### src/rtl/counter_sweep_ctrl.sv
// Triangle-wave sequencer: sweeps Q between latched limits with dwell at
// each end, for a fixed number of sweeps or continuously.
module counter_sweep_ctrl #(
    parameter int bits       = 4,
    parameter int dwell_bits = 4,
    parameter int sweep_bits = 4
) (
    input  logic                  clk,
    input  logic                  reset_n,
    input  logic                  start,
    input  logic                  abort,
    input  logic [bits-1:0]       lo_lim,
    input  logic [bits-1:0]       hi_lim,
    input  logic [dwell_bits-1:0] dwell,
    input  logic [sweep_bits-1:0] sweeps,
    output logic [bits-1:0]       Q,
    output logic                  dir,
    output logic                  busy,
    output logic                  done,
    output logic                  err
);

    typedef enum logic [2:0] {
        IDLE,
        UP,
        HOLD_HI,
        DOWN,
        HOLD_LO
    } state_t;

    localparam logic [bits-1:0]       QONE = 1;
    localparam logic [dwell_bits-1:0] DONE = 1;
    localparam logic [sweep_bits-1:0] SONE = 1;

    state_t                state_q, state_d;
    logic [bits-1:0]       q_q, q_d;
    logic [bits-1:0]       lo_q, lo_d;
    logic [bits-1:0]       hi_q, hi_d;
    logic [dwell_bits-1:0] dw_q, dw_d;
    logic [dwell_bits-1:0] dcnt_q, dcnt_d;
    logic [sweep_bits-1:0] sw_q, sw_d;
    logic [sweep_bits-1:0] scnt_q, scnt_d;
    logic [sweep_bits-1:0] scnt_inc;
    logic                  dir_q, dir_d;
    logic                  busy_q, busy_d;
    logic                  done_q, done_d;
    logic                  err_q, err_d;

    assign scnt_inc = scnt_q + SONE;

    always_comb begin
        state_d = state_q;
        q_d     = q_q;
        lo_d    = lo_q;
        hi_d    = hi_q;
        dw_d    = dw_q;
        sw_d    = sw_q;
        dcnt_d  = dcnt_q;
        scnt_d  = scnt_q;
        done_d  = 1'b0;
        err_d   = 1'b0;
        unique case (state_q)
            IDLE: begin
                if (start && !abort) begin
                    if (lo_lim < hi_lim) begin
                        lo_d    = lo_lim;
                        hi_d    = hi_lim;
                        dw_d    = dwell;
                        sw_d    = sweeps;
                        q_d     = lo_lim;
                        scnt_d  = '0;
                        state_d = UP;
                    end else begin
                        err_d = 1'b1;
                    end
                end
            end
            UP: begin
                if (q_q != hi_q) begin
                    q_d = q_q + QONE;
                end else if (dw_q != '0) begin
                    dcnt_d  = dw_q - DONE;
                    state_d = HOLD_HI;
                end else begin
                    q_d     = q_q - QONE;
                    state_d = DOWN;
                end
            end
            HOLD_HI: begin
                if (dcnt_q == '0) begin
                    q_d     = q_q - QONE;
                    state_d = DOWN;
                end else begin
                    dcnt_d = dcnt_q - DONE;
                end
            end
            DOWN: begin
                if (q_q != lo_q) begin
                    q_d = q_q - QONE;
                end else begin
                    scnt_d = scnt_inc;
                    if (sw_q != '0 && scnt_inc == sw_q) begin
                        done_d  = 1'b1;
                        state_d = IDLE;
                    end else if (dw_q != '0) begin
                        dcnt_d  = dw_q - DONE;
                        state_d = HOLD_LO;
                    end else begin
                        q_d     = q_q + QONE;
                        state_d = UP;
                    end
                end
            end
            HOLD_LO: begin
                if (dcnt_q == '0) begin
                    q_d     = q_q + QONE;
                    state_d = UP;
                end else begin
                    dcnt_d = dcnt_q - DONE;
                end
            end
            default: state_d = IDLE;
        endcase
        // Abort freezes Q where it is and suppresses any completion pulse.
        if (state_q != IDLE && abort) begin
            state_d = IDLE;
            q_d     = q_q;
            done_d  = 1'b0;
        end
        dir_d  = (state_d == UP) || (state_d == HOLD_HI);
        busy_d = (state_d != IDLE);
    end

    always_ff @(posedge clk) begin
        if (!reset_n) begin
            state_q <= IDLE;
            q_q     <= '0;
            lo_q    <= '0;
            hi_q    <= '0;
            dw_q    <= '0;
            sw_q    <= '0;
            dcnt_q  <= '0;
            scnt_q  <= '0;
            dir_q   <= 1'b0;
            busy_q  <= 1'b0;
            done_q  <= 1'b0;
            err_q   <= 1'b0;
        end else begin
            state_q <= state_d;
            q_q     <= q_d;
            lo_q    <= lo_d;
            hi_q    <= hi_d;
            dw_q    <= dw_d;
            sw_q    <= sw_d;
            dcnt_q  <= dcnt_d;
            scnt_q  <= scnt_d;
            dir_q   <= dir_d;
            busy_q  <= busy_d;
            done_q  <= done_d;
            err_q   <= err_d;
        end
    end

    assign Q    = q_q;
    assign dir  = dir_q;
    assign busy = busy_q;
    assign done = done_q;
    assign err  = err_q;

endmodule
### config.mk
export PLATFORM = sky130hd
export DESIGN_NAME = counter_sweep_ctrl
export DESIGN_NICKNAME = d
export VERILOG_FILES = /design/src/rtl/counter_sweep_ctrl.sv
export SDC_FILE = /design/constraint.sdc
export NUM_CORES = 1
export LEC_CHECK = 0
export ABC_AREA = 1
export ABC_CLOCK_PERIOD_IN_PS = 2450
export CORE_ASPECT_RATIO = 0.75
export CORE_MARGIN = 3
export CORE_UTILIZATION = 59
export CTS_CLUSTER_SIZE = 8
export DETAILED_ROUTE_END_ITERATION = 10
export PLACE_DENSITY_LB_ADDON = 0.1
export SETUP_SLACK_MARGIN = 0.4
export SLEW_MARGIN = 25
export SYNTH_ARGS = -nofsm -noshare
export SYNTH_HDL_FRONTEND = slang
export SYNTH_SLANG_ARGS = --single-unit
### constraint.sdc
create_clock -name clk -period 2.45 [get_ports clk]
set_input_delay 0.49 -clock clk [delete_from_list [all_inputs] [get_ports clk]]
set_output_delay 0.49 -clock clk [all_outputs]
set_load 0.1 [all_outputs]
==> impl_metrics.ini <==
[clocking]
cts_buffers = 5
cts.sinks = 35
worstSkewPairLatency_ps = 290
cts_root_buf = clkbuf_8
cts_tree = built
clkTransAtPathRegs_ps = 70
h-tree-depth = 2
max-clock-path-buffers = 2

[outcome]
status = completed

[grt]
grt_pass1_wl_um = 8280
antenna_found_initial = 0
grt_overflow_total = 0
grt_max_degree = 18
grt_pass1_vias = 1869
grt_usage_pct = 25.06

[sta]
clock_skew_ps = 4.143
holdWs_ps = 469.4
period_minus_slack_ps = 1979
fmax_mhz = 505.3
drv_slew = 0
fin_tns_setup_ps = 0
rsz0062_at_grt = false
setup_viol = 0
slew_headroom_pct = 77.45
hold_viol = 0
period_share_pct = 80.78
fin_ws_ps = 470.9
worst_pin_slew_ps = 335.6

[route]
drtPass1Iterations = 5
drc = 0
detail-route-antenna-nets = 0
avgRoutedWirePerCell_um = 12.96
drt_iter0_drc = 116
vias = 2121
routed_wl_um = 5145
viasPerCell = 5.343

[cells_and_area]
drive_gt1_share_pct = 19.05
diodes = 0
final_common_cell = nand2_1
seqCellArea_sq_um = 705.7
syn2layout_area_growth_pct = 21.37
multiInputGateArea_sq_mm = 0.001257
nets = 383
final-instance-count-excl-fill = 397
design_area_sq_mm = 0.002608
fillers = 256
mostFrequentLayoutCells = nand2_1, inv_1, dfxtp_1, a21oi_1, nor2_1

[synth]
synthesis.area_sq_mm = 0.002148
synth_area_per_cell_sq_um = 6.693
synth_nets = 348
yosysSeqAreaShare_pct = 32.62
ys_seq_elements = 35
yosysUniqueCellTypes = 28
yosysWarnings = 0
syn_inst = 321

[placement]
io_buffers = 27
dpl.cell_count = 385
dpl_cell_area_sq_mm = 0.002454
pre_cts_ws_ps = 159.0
dpl.hpwl_um = 3777
place.gp.congestion = 0.8633

[die]
ioPinCount = 28
initial_core_util_pct = 63.59
coreArea_sq_mm = 0.003378
die_area_sq_mm = 0.004409
num_rows = 18
chipHeight_um = 58.26
die_x_um = 75.68

[critical_path]
r2r.worst_path.cells = 12
cp_max_fo = 7
r2r_slack_ps = 640
worstSetupEndpointType = flop
criticalPathCategory = in -> reg
r2r_end = busy$_SDFF_PN0_
start_kind = input pin
r2r_start = scnt_q[0]$_SDFFE_PN0P_
worstPathRequired_ps = 2650
cp.arrival_ps = 2170

[power]
p_leak_nw = 1.202
vdd_drop_max_v = 0.0005498
power.density_mw_per_mm2 = 692.8

[hold_path]
hold_path_class = reg -> reg
min_to = lo_q[3]$_SDFFE_PN0P_
holdCritStartpoint = lo_q[3]$_SDFFE_PN0P_
holdPathStages = 2

[run]
timing.max_cap.violations = 0
[metrics by stage]
step	utilization, %	total power [mW]
after CTS	75.59	1.792
after detailed placement	72.63	1.324
after global routing	77.19	1.892
after global placement	72.63	1.314
after floorplan	-	1.172
final	77.19	1.806
[logic make-up after synthesis]
kind of cell	synth area share, %
xor gates and xnor gates	2.039
buffers and inverters	9.784
and+or+nand+nor	37.74
AOI/OAI and AO/OA	13.75
adders and majority gates	4.077
DFF	32.61
[cells in the mapped netlist]
cell type  instances  area, sq um
inv_1             39        146.4
nand3_4            1        17.52
nor2_1            21        78.83
nand3_2            5        50.05
nand2_2            7        43.79
ha_1               7        87.58
xnor2_1            2        17.52
nand2_4            5        56.30
nand2_1           85        319.1
dfxtp_1           35        700.7
o21ai_1           14        70.07
nor2_8             1        20.02
clkbuf_1           6        22.52
o21ai_0           17        85.08
inv_2              8        30.03
nor2_4             5        56.30
nor2_2             2        12.51
or2_1              1        6.260
a21oi_1           25        125.1
and3_1             1        6.260
o21bai_1           1        7.510
buf_4              1        7.510
nor3_1             4        20.02
o31ai_1            1        7.510
nand4_1            7        43.79
clkinv_1           1        3.750
nand3_1           16        80.08
xor2_1             3        26.28
[routing by layer]
layer  up-vias  GRT usage (%)  routed length (um)
met5         -              0                   0
met4         0          11.97                 108
met3        10          5.199                 299
met2        64          37.64                2318
met1       945          34.07                2419
li1       1102              -                   -
[sequential cells by signal (all words and copies together) (netlist names), 3 cells and up]
signal / cells
lo_q: 4
state_q: 3
Q: 4
scnt_q: 4
sw_q: 4
dcnt_q: 4
dw_q: 4
hi_q: 4
[report_power, final]
| group | internal (mW) | switching, mW |
|---|---|---|
| combinational | 0.222 | 0.449 |
| sequential | 0.617 | 0.0491 |
| clock | 0.257 | 0.212 |
[timing repair]
| action | CTS | global route |
|---|---|---|
| hold buffers | 0 | 0 |
| gates resized for setup | 0 | 11 |
| endpoints found under the setup margin | 0 | 12 |
| buffers inserted | 0 | 3 |
| hold endpoints to repair | 0 | 0 |
[area by class of cell]
type / count / area share (%)
inverter: 48 / 6.910
tap: 40 / 1.919
timing repair buffer: 35 / 12.04
multi-input combinational: 231 / 48.22
sequential: 35 / 27.06
clock buffer: 8 / 3.839
[worst max-delay path by stage]
stage,start,cells past startpoint,to
2_1_floorplan,Q[2]$_SDFFE_PN0P_,14,dcnt_q[1]$_SDFFE_PN0P_
4_1_cts,hi_lim[1],13,Q[3]$_SDFFE_PN0P_
5_1_grt,hi_lim[3],10,scnt_q[0]$_SDFFE_PN0P_
6_report,hi_lim[3],11,Q[3]$_SDFFE_PN0P_
3_5_place_dp,hi_lim[1],13,Q[3]$_SDFFE_PN0P_
3_3_place_gp,hi_lim[1],13,Q[2]$_SDFFE_PN0P_
[critical path, stage by stage]
cell and delay (ps):
clkdlybuf4s50_1 480, inv_1 50, ha_1 300, a21oi_2 200
nand2_2 80, nand2_2 80, nand3_4 110, nor2_4 160
nand2_1 80, nor2_1 90, nor2_1 50
Power figures use the tool's default switching activity.
